**src/rtl/key_step_sequencer.sv**
```systemverilog
// Purpose: turns three raw push-buttons into clean one-cycle step_up/step_down/step_reset commands.
// Latency: a key held from before edge 1 pulses in the cycle after edge DEBOUNCE_CYCLES+3.
// Backpressure: none; the consumer must take every pulse, and held keys auto-repeat at a fixed rate.
`timescale 1ns/1ps
module key_step_sequencer #(
    parameter int unsigned DEBOUNCE_CYCLES = 16,
    parameter int unsigned REPEAT_DELAY    = 1000,
    parameter int unsigned REPEAT_PERIOD   = 200,
    parameter bit          REPEAT_EN       = 1'b1,
    parameter int unsigned CNT_W           = 32
) (
    input  logic clk,
    input  logic reset_n,
    input  logic key_0,
    input  logic key_1,
    input  logic key_2,
    output logic step_up,
    output logic step_down,
    output logic step_reset,
    output logic key_held
);

    typedef enum logic [2:0] {
        S_IDLE,
        S_DEBOUNCE,
        S_FIRE,
        S_HOLD,
        S_REPEAT,
        S_RELEASE
    } state_t;

    typedef enum logic [1:0] {
        CMD_NONE,
        CMD_UP,
        CMD_DN,
        CMD_RST
    } cmd_t;

    // Terminal counts: every wait state clears the counter on entry and
    // compares for equality, so the counter never has to wrap.
    localparam logic [CNT_W-1:0] DEB_LAST = CNT_W'(DEBOUNCE_CYCLES - 1);
    localparam logic [CNT_W-1:0] DLY_LAST = CNT_W'(REPEAT_DELAY - 1);
    localparam logic [CNT_W-1:0] PER_LAST = CNT_W'(REPEAT_PERIOD - 1);

    logic [2:0]       r_sync1;
    logic [2:0]       r_sync2;
    state_t           r_state;
    state_t           w_state_nxt;
    cmd_t             r_cmd;
    cmd_t             w_cmd_nxt;
    cmd_t             w_dec;
    logic [CNT_W-1:0] r_cnt;
    logic [CNT_W-1:0] w_cnt_nxt;
    logic             r_fired;
    logic             w_fired_nxt;
    logic             r_step_up;
    logic             r_step_down;
    logic             r_step_reset;
    logic             r_key_held;

    // Two-flop synchronisers for the asynchronous key inputs.
    always_ff @(posedge clk or negedge reset_n) begin
        if (!reset_n) begin
            r_sync1 <= 3'b000;
            r_sync2 <= 3'b000;
        end else begin
            r_sync1 <= {key_2, key_1, key_0};
            r_sync2 <= r_sync1;
        end
    end

    // Key decode: restore wins; UP and DN together cancel to NONE.
    always_comb begin
        w_dec = CMD_NONE;
        if (r_sync2[2]) begin
            w_dec = CMD_RST;
        end else if (r_sync2[0] && !r_sync2[1]) begin
            w_dec = CMD_UP;
        end else if (r_sync2[1] && !r_sync2[0]) begin
            w_dec = CMD_DN;
        end
    end

    // Next-state, latched command, cycle counter and first-fire tracking.
    always_comb begin
        w_state_nxt = r_state;
        w_cmd_nxt   = r_cmd;
        w_cnt_nxt   = r_cnt;
        w_fired_nxt = r_fired;
        case (r_state)
            S_IDLE: begin
                if (w_dec != CMD_NONE) begin
                    w_cmd_nxt   = w_dec;
                    w_cnt_nxt   = '0;
                    w_fired_nxt = 1'b0;
                    w_state_nxt = S_DEBOUNCE;
                end
            end
            S_DEBOUNCE: begin
                if (w_dec != r_cmd) begin
                    w_cnt_nxt   = '0;
                    w_state_nxt = S_IDLE;
                end else if (r_cnt == DEB_LAST) begin
                    w_cnt_nxt   = '0;
                    w_state_nxt = S_FIRE;
                end else begin
                    w_cnt_nxt = r_cnt + CNT_W'(1);
                end
            end
            S_FIRE: begin
                // Single pulse cycle; the key is not sampled here.
                w_cnt_nxt   = '0;
                w_fired_nxt = 1'b1;
                if (r_cmd == CMD_RST || !REPEAT_EN) begin
                    w_state_nxt = S_RELEASE;
                end else if (!r_fired) begin
                    w_state_nxt = S_HOLD;
                end else begin
                    w_state_nxt = S_REPEAT;
                end
            end
            S_HOLD: begin
                if (w_dec != r_cmd) begin
                    w_cnt_nxt   = '0;
                    w_state_nxt = S_RELEASE;
                end else if (r_cnt == DLY_LAST) begin
                    w_cnt_nxt   = '0;
                    w_state_nxt = S_FIRE;
                end else begin
                    w_cnt_nxt = r_cnt + CNT_W'(1);
                end
            end
            S_REPEAT: begin
                if (w_dec != r_cmd) begin
                    w_cnt_nxt   = '0;
                    w_state_nxt = S_RELEASE;
                end else if (r_cnt == PER_LAST) begin
                    w_cnt_nxt   = '0;
                    w_state_nxt = S_FIRE;
                end else begin
                    w_cnt_nxt = r_cnt + CNT_W'(1);
                end
            end
            S_RELEASE: begin
                // Any key activity restarts the quiet window.
                if (w_dec != CMD_NONE) begin
                    w_cnt_nxt = '0;
                end else if (r_cnt == DEB_LAST) begin
                    w_cnt_nxt   = '0;
                    w_state_nxt = S_IDLE;
                end else begin
                    w_cnt_nxt = r_cnt + CNT_W'(1);
                end
            end
            default: begin
                w_cnt_nxt   = '0;
                w_state_nxt = S_IDLE;
            end
        endcase
    end

    // State register plus outputs registered from the next state so they are glitch-free.
    always_ff @(posedge clk or negedge reset_n) begin
        if (!reset_n) begin
            r_state      <= S_IDLE;
            r_cmd        <= CMD_NONE;
            r_cnt        <= '0;
            r_fired      <= 1'b0;
            r_step_up    <= 1'b0;
            r_step_down  <= 1'b0;
            r_step_reset <= 1'b0;
            r_key_held   <= 1'b0;
        end else begin
            r_state      <= w_state_nxt;
            r_cmd        <= w_cmd_nxt;
            r_cnt        <= w_cnt_nxt;
            r_fired      <= w_fired_nxt;
            r_step_up    <= (w_state_nxt == S_FIRE) && (w_cmd_nxt == CMD_UP);
            r_step_down  <= (w_state_nxt == S_FIRE) && (w_cmd_nxt == CMD_DN);
            r_step_reset <= (w_state_nxt == S_FIRE) && (w_cmd_nxt == CMD_RST);
            r_key_held   <= (w_state_nxt == S_HOLD) || (w_state_nxt == S_REPEAT);
        end
    end

    assign step_up    = r_step_up;
    assign step_down  = r_step_down;
    assign step_reset = r_step_reset;
    assign key_held   = r_key_held;

endmodule
```
**config.mk**
```make
export PLATFORM = sky130hd
export DESIGN_NAME = key_step_sequencer
export DESIGN_NICKNAME = d
export VERILOG_FILES = /design/src/rtl/key_step_sequencer.sv
export SDC_FILE = /design/constraint.sdc
export NUM_CORES = 1
export LEC_CHECK = 0
export CELL_PAD_IN_SITES_DETAIL_PLACEMENT = 0
export CELL_PAD_IN_SITES_GLOBAL_PLACEMENT = 1
export CORE_ASPECT_RATIO = 1.4
export CORE_MARGIN = 2
export CORE_UTILIZATION = 47
export CTS_CLUSTER_SIZE = 10
export DETAILED_ROUTE_END_ITERATION = 7
export HOLD_SLACK_MARGIN = 0.02
export PLACE_DENSITY_LB_ADDON = 0.15
export SLEW_MARGIN = 20
export SYNTH_ARGS = -nofsm -noshare
export SYNTH_HDL_FRONTEND = slang
export SYNTH_SLANG_ARGS = --single-unit
```
**constraint.sdc**
```tcl
create_clock -name clk -period 3.16 [get_ports clk]
set_clock_uncertainty 0.1 [all_clocks]
set_input_delay 0.316 -clock clk [delete_from_list [all_inputs] [get_ports clk]]
set_output_delay 0.316 -clock clk [all_outputs]
set_load 0.02 [all_outputs]
```
Word level (Yosys, flattened, before mapping)
Index checks and enable logic that the tools add are counted.
- register bits: 48
- input bits: 5
- output and inout bits: 4
- word-level logic and storage cells: 68
- $add $sub $neg: 1
- equality and inequality tests: 17
- muxes and demuxes: 28
- reductions and logical operators: 12
- operators by type and width (cell ; number):
    $mux W32 ; 8
    $pmux W32 S5 ; 1
    $mux W3 ; 11
    $add A32 B1 Y32 const B ; 1
    $eq A32 B10 Y1 const B ; 1
    $eq A32 B4 Y1 const B ; 1
    $eq A32 B8 Y1 const B ; 1
    $pmux W3 S6 ; 1
    $eq A3 B2 Y1 const B ; 4
    $mux W2 ; 5
    $eq A3 B3 Y1 const B ; 3
    $eq A2 B2 Y1 const B ; 3
    $logic_and A1 B1 Y1 ; 5
    $reduce_bool A2 Y1 ; 2
    $eq A3 B1 Y1 const B ; 1
    $logic_not A3 Y1 ; 1
    $eq A2 B1 Y1 const B ; 1
    $logic_not A1 Y1 ; 2
    $ne A2 B2 Y1 ; 1
    $ne A2 B2 Y1 const B ; 1
    $pmux W1 S2 ; 1
    $reduce_and A2 Y1 ; 1
    $logic_or A1 B1 Y1 ; 1
    $mux W1 ; 1

Longest topological paths before layout
- word-level depth: 10
- gate-level depth with buffers: 9
- mapped depth without buffers: 8

Worst setup path before layout
No wires, ideal clock.
- path kind: register to register
- start: reg r_cnt[14]
- end: reg r_key_held, in the netlist key_held
- library setup time: 0.127 ns
- data arrival time: 2.238 ns
- data required time: 2.933 ns
- setup slack: 0.695 ns
- stages on the path, launching flop included: 7
- buffers on the path: 0
- period minus slack after synthesis: 2.465 ns
- cell sequence: dfrtp_1 -> or4_4 -> nor4_2 -> a21oi_1 -> a2111o_1 -> or2_1 -> mux2_1
- longest elaborated chain between the ends: 6
- elaborated cells between the ends (all ways): 15
- those cells by class: 5 x eq/ne; 9 x mux; 1 x reduce/logical
- ends and longest elaborated chain (item ; RTL line ; RTL):
    start, declared ; 52 ; logic [CNT_W-1:0] r_cnt;
    start signal, assigned ; 176 ; r_cnt <= w_cnt_nxt;
    $eq A32 B4 Y1 (tied with other cells) ; 103, 148 ;
    $mux W3 (on tied branches) (2 in series) ; - ;
    $pmux W3 S6 (*) ; 90 ; case (r_state)
    net w_state_nxt[0] ; 48 ; state_t w_state_nxt;
    $eq A3 B2 Y1 / $eq A3 B3 Y1 (equally long branches) ; 181 ; r_key_held <= (w_state_nxt == S_HOLD) || (w_state_nxt == S_REPEAT);
    $logic_or A1 B1 Y1 (*) ; 181 ;
    end signal, assigned ; 181 ;
    end, declared ; 59 ; logic r_key_held;
The timed path passes the listed nets; every way through them passes the cells marked *.
A chain may end at the register's enable or synchronous reset.

Worst setup path after layout
- start: reg r_cnt[0]
- end: reg r_cnt[15]
- longest elaborated chain between the ends: 4
- elaborated cells between the ends (all ways): 12
- those cells by class: 1 x add/sub; 3 x eq/ne; 8 x mux
- ends and longest elaborated chain (item ; RTL line):
    $add A32 B1 Y32 (tied with other cells) ; -
    $mux W32 (on tied branches) (2 in series) ; -
    $pmux W32 S5 (*) ; 90
Every way passes the cells marked *; elsewhere a longest branch is shown, timed or not.

==> results.md <==
- The run finished with clean final reports.
- The detailed router finished its first iteration with 146 violations.
- The number of global-route vias before repair is 2220.
- The synthesized net count is 312.
- The synthesized design contains between 40 and 50 register bits.
- The initial utilization of the core area, before any placement, comes to 0.487.
- From synthesis to final layout, the design area changed by 9.41%.
- After synthesis, the most frequently instantiated cells are sky130_fd_sc_hd__dfrtp_1 (48), sky130_fd_sc_hd__a21oi_1 (31), sky130_fd_sc_hd__nand2_1 (23), sky130_fd_sc_hd__nand3_1 (21).
- Summed over all layers, the global routing overflow is 0.
- The worst vdd rail ir drop is 226 uV.
- The setup TNS is 0 ps.
- The reg-to-reg setup timing slack is 200 ps.
- For this design the static power due to leakage is approximately 1.2 nW.
- The data required time of the critical path is 3250 ps.
- The ratio of final minimum period to clock period is 0.938.
- The start-to-end type of the worst setup path is flop to flop.
- In this run the worst hold path is classified as flop to flop.
- The first TritonRoute pass finished after 4 iterations.
- Dividing the detail-routed via count by the number of cells gives 6.11.
- The beginning of the worst register-to-register path is r_cnt[0]$_DFFE_PN0P_.
- The count of mapped cells out of synthesis is slightly above 300.
- In this run, synthesis inferred 0 flip-flops with an integrated enable.
- After detailed routing, the number of remaining DRC violations is 0.
- Excluding fillers, the count of instances in the completed layout stands at 383.
- The most used flip-flop cell after synthesis is sky130_fd_sc_hd__dfrtp_1.
- The share of total power dissipated in the clock network is 0.246.
- The number of antenna violations at the first check in global routing is 0.
- Across every metal layer, demand over resource in global routing totals 0.223.
- In the final design database the tool counted 320 nets.
- Of all flip-flops after synthesis, the portion carrying an async set or reset was 1.00.
- The count of standard-cell rows is 32.
- The routed wirelength normalized by instance count is 16.6 um.
- The total instance count after detailed placement is 374.
- The H-tree was split into 2 levels.
- The TritonCTS clock tree is done.
- The number of sinks handled by clock tree synthesis is 48.
- In this run, distinct cell masters in the synthesized netlist total 52.
- The sequential power share is 0.460.
- The final wirelength is 6350 um.
- The overall power is about 1.5 mW.
- The worst setup path is captured at a flop.
- The antenna diode count is 0.
- The insertion delay of the later-clocked pin in the worst-skew pair is 300 ps.
- The mean instance size in the synthesized netlist is about 8.7 um^2.
- Of the synthesized area, sequential elements account for 0.450.
- The routed layout has 2342 vias.
- The core outline area is 0.00549 mm^2.
- The cell type with the largest total area after synthesis is sky130_fd_sc_hd__dfrtp_1.
- The final number of hold-violating endpoints is 0.
- The number of port buffers is 8.
- The worst-case clock buffer depth is 2.
- In this run the power spent charging and discharging nets is 0.546 mW.
- The total setup buffers inserted after CTS is 0.
- The estimated wirelength of the detail-placed design is about 4400 um.
- The startpoint kind of the worst setup timing path is a flop.
- The worst relative slew slack is 0.566.
- The die outline area is between 0.006 and 0.007 mm^2.
- The global-route wire length before repair is 10700 um.
- Dividing total power by cell area gives a power density of 528 mW/mm^2.
- Counting cells, the worst reg-to-reg path comes to 9.
- Entering global routing, the biggest net connects 49 pins.
- At the worst endpoint, the arrival time is 3050 ps.
- The power share of the combinational group is 0.294.
- The share of post-route cells with drive strength above 1 is 0.0762.
- The smallest clock period supported by the final layout is computed as between 2000 and 3000 ps.
- The die is 93.2 um tall.
- Counting instances, the worst hold path has a depth of 0.
- Setup repair after global routing left no endpoint under its margin.
- The die width is between 60 and 70 um.
- Along the worst path, the maximum fanout reaches 8.
- After routing the design area is 0.00292 mm^2.
- Static timing analysis puts the maximum clock frequency at 338 MHz.
- Once detail routing completed, the nets flagged for antenna violations numbered 0.
- sky130_fd_sc_hd__dfrtp_1 is the most common cell in the netlist.
- In this run, CTS created clock tree buffers numbering 5.
- The tool flagged a number of max-cap violations equal to 0.
- For this design the top-level I/O count stands at 9.
- The share of Yosys cell area claimed by the top area cell type is 0.450.
- Of the total power, the share spent switching nets is 0.354.
- In this run the most critical hold path is launched from r_sync1[2]$_DFF_PN0_.
- The worst min-delay path endpoint is r_sync2[2]$_DFF_PN0_.
- The internal power summed over all cells is 0.996 mW.
- The final-report max-slew violation count is 0.
- After detailed placement, the total cell area comes to 0.00282 mm^2.
- The endpoint identified for the worst register-to-register timing path is r_cnt[15]$_DFFE_PN0P_.
- The placer's final routability congestion estimate is roughly 0.84.
- The clock transition at the register clock pins on the worst setup and hold paths after CTS is 90 ps.
- Setup violations remaining at the end of the flow were counted as 0.
- The clock tree root buffer cell is sky130_fd_sc_hd__clkbuf_8.
- Yosys attributes the largest share of cell area to sky130_fd_sc_hd__dfrtp_1 (45%), sky130_fd_sc_hd__a21oi_1 (5.8%), sky130_fd_sc_hd__nand3_1 (3.9%).
- In this run the cell area of the synthesized design comes to 0.00267 mm^2.
- The slew at the pin closest to its max-slew limit is 650 ps.
- The count of warnings emitted by yosys is 0.
- The final-layout worst hold slack is 259 ps.
==> state kept, by name (all words and copies together) (netlist names) <==
name and flops:
step_down 1, r_fired 1, r_sync2 3, step_reset 1, step_up 1, key_held 1, r_state 3, r_cmd 2
r_sync1 3, r_cnt 32
==> worst max-delay path, stage by stage, from the launching register on <==
cell	delay (ps)
sky130_fd_sc_hd__dfrtp_1	400
sky130_fd_sc_hd__ha_1	250
sky130_fd_sc_hd__nand3_1	200
sky130_fd_sc_hd__nor4_1	480
sky130_fd_sc_hd__a31oi_1	230
sky130_fd_sc_hd__o211ai_1	270
sky130_fd_sc_hd__and2_1	360
sky130_fd_sc_hd__buf_4	210
sky130_fd_sc_hd__o21ai_1	80
sky130_fd_sc_hd__a22o_1	270
==> placed cells by master (no fill, tap or decap), types with 3 or more instances in the layout <==
master / count
sky130_fd_sc_hd__dfrtp_1: 48
sky130_fd_sc_hd__and2_1: 4
sky130_fd_sc_hd__clkdlybuf4s50_1: 7
sky130_fd_sc_hd__nor2b_1: 5
sky130_fd_sc_hd__a31oi_1: 11
sky130_fd_sc_hd__a21oi_1: 31
sky130_fd_sc_hd__nand2_1: 22
sky130_fd_sc_hd__nand4_1: 6
sky130_fd_sc_hd__nor2_1: 18
sky130_fd_sc_hd__a21o_1: 3
sky130_fd_sc_hd__or2_2: 4
sky130_fd_sc_hd__clkbuf_8: 6
sky130_fd_sc_hd__nor4_1: 5
sky130_fd_sc_hd__nor3_1: 15
sky130_fd_sc_hd__and3_1: 10
sky130_fd_sc_hd__or3_1: 11
sky130_fd_sc_hd__nand3_1: 21
sky130_fd_sc_hd__buf_4: 7
sky130_fd_sc_hd__inv_1: 10
sky130_fd_sc_hd__a22o_1: 7
sky130_fd_sc_hd__nand2b_1: 4
sky130_fd_sc_hd__o21ai_0: 18
==> through the flow <==
| stage | setup WS [ps] | util |
|---|---|---|
| 5_1_grt | 7.62 | 0.533 |
| 2_1_floorplan | 695 | - |
| 3_3_place_gp | 211 | 0.513 |
| 3_5_place_dp | 77.3 | 0.513 |
| 4_1_cts | 59.9 | 0.530 |
| 6_report | 197 | 0.533 |
==> power groups by stage <==
stage                     Sequential, mW  Clock (mW)  Combinational [mW]
after detailed placement           0.721           0               0.453
final                              0.709       0.379               0.454
after floorplan                    0.672           0               0.377
after global routing               0.718       0.419               0.508
after CTS                          0.708       0.392               0.454
after global placement             0.720           0               0.447
==> area by class of cell <==
cell class | count | area (um^2)
Fill cell | 531 | 2560
Multi-Input combinational cell | 234 | 1370
Sequential cell | 48 | 1200
Timing Repair Buffer | 15 | 133
Tap cell | 68 | 85.1
Clock buffer | 6 | 82.6
Inverter | 10 | 37.5
Clock inverter | 2 | 10.0
==> how the worst max path moves through the flow <==
| stage | start | endpoint | slack (ps) |
|---|---|---|---|
| after global routing | r_cnt[0]$_DFFE_PN0P_ | r_cnt[23]$_DFFE_PN0P_ | 8 |
| after floorplan | r_cnt[14]$_DFFE_PN0P_ | key_held$_DFF_PN0_ | 690 |
| after global placement | r_cnt[0]$_DFFE_PN0P_ | r_cnt[23]$_DFFE_PN0P_ | 210 |
| after detailed placement | r_cnt[0]$_DFFE_PN0P_ | r_cnt[23]$_DFFE_PN0P_ | 80 |
| final | r_cnt[0]$_DFFE_PN0P_ | r_cnt[15]$_DFFE_PN0P_ | 200 |
| after CTS | r_cnt[0]$_DFFE_PN0P_ | r_cnt[23]$_DFFE_PN0P_ | 60 |
==> kinds of logic after synthesis <==
logic type	count (synthesis)	synth area share
AO/OA/AOI/OAI	88	0.204
XOR/XNOR	2	0.00656
adder cells (fa/ha/maj)	1	0.00468
buffers and inverters	24	0.0370
flip-flops	48	0.450
multiplexers	2	0.00796
AND/OR/NAND/NOR	141	0.290
==> repair_timing <==
item,4_1_cts,5_1_grt
setup endpoints to repair,0,19
resized for setup,0,1
endpoints found under the hold margin,0,48
hold buffers,0,1
==> routing by layer <==
layer,wire [um],GRT usage
met5,0,0
met4,196,0.0952
met3,134,0.0349
met2,3210,0.364
met1,2800,0.286
Note: power is estimated with default switching activity, not from simulation.
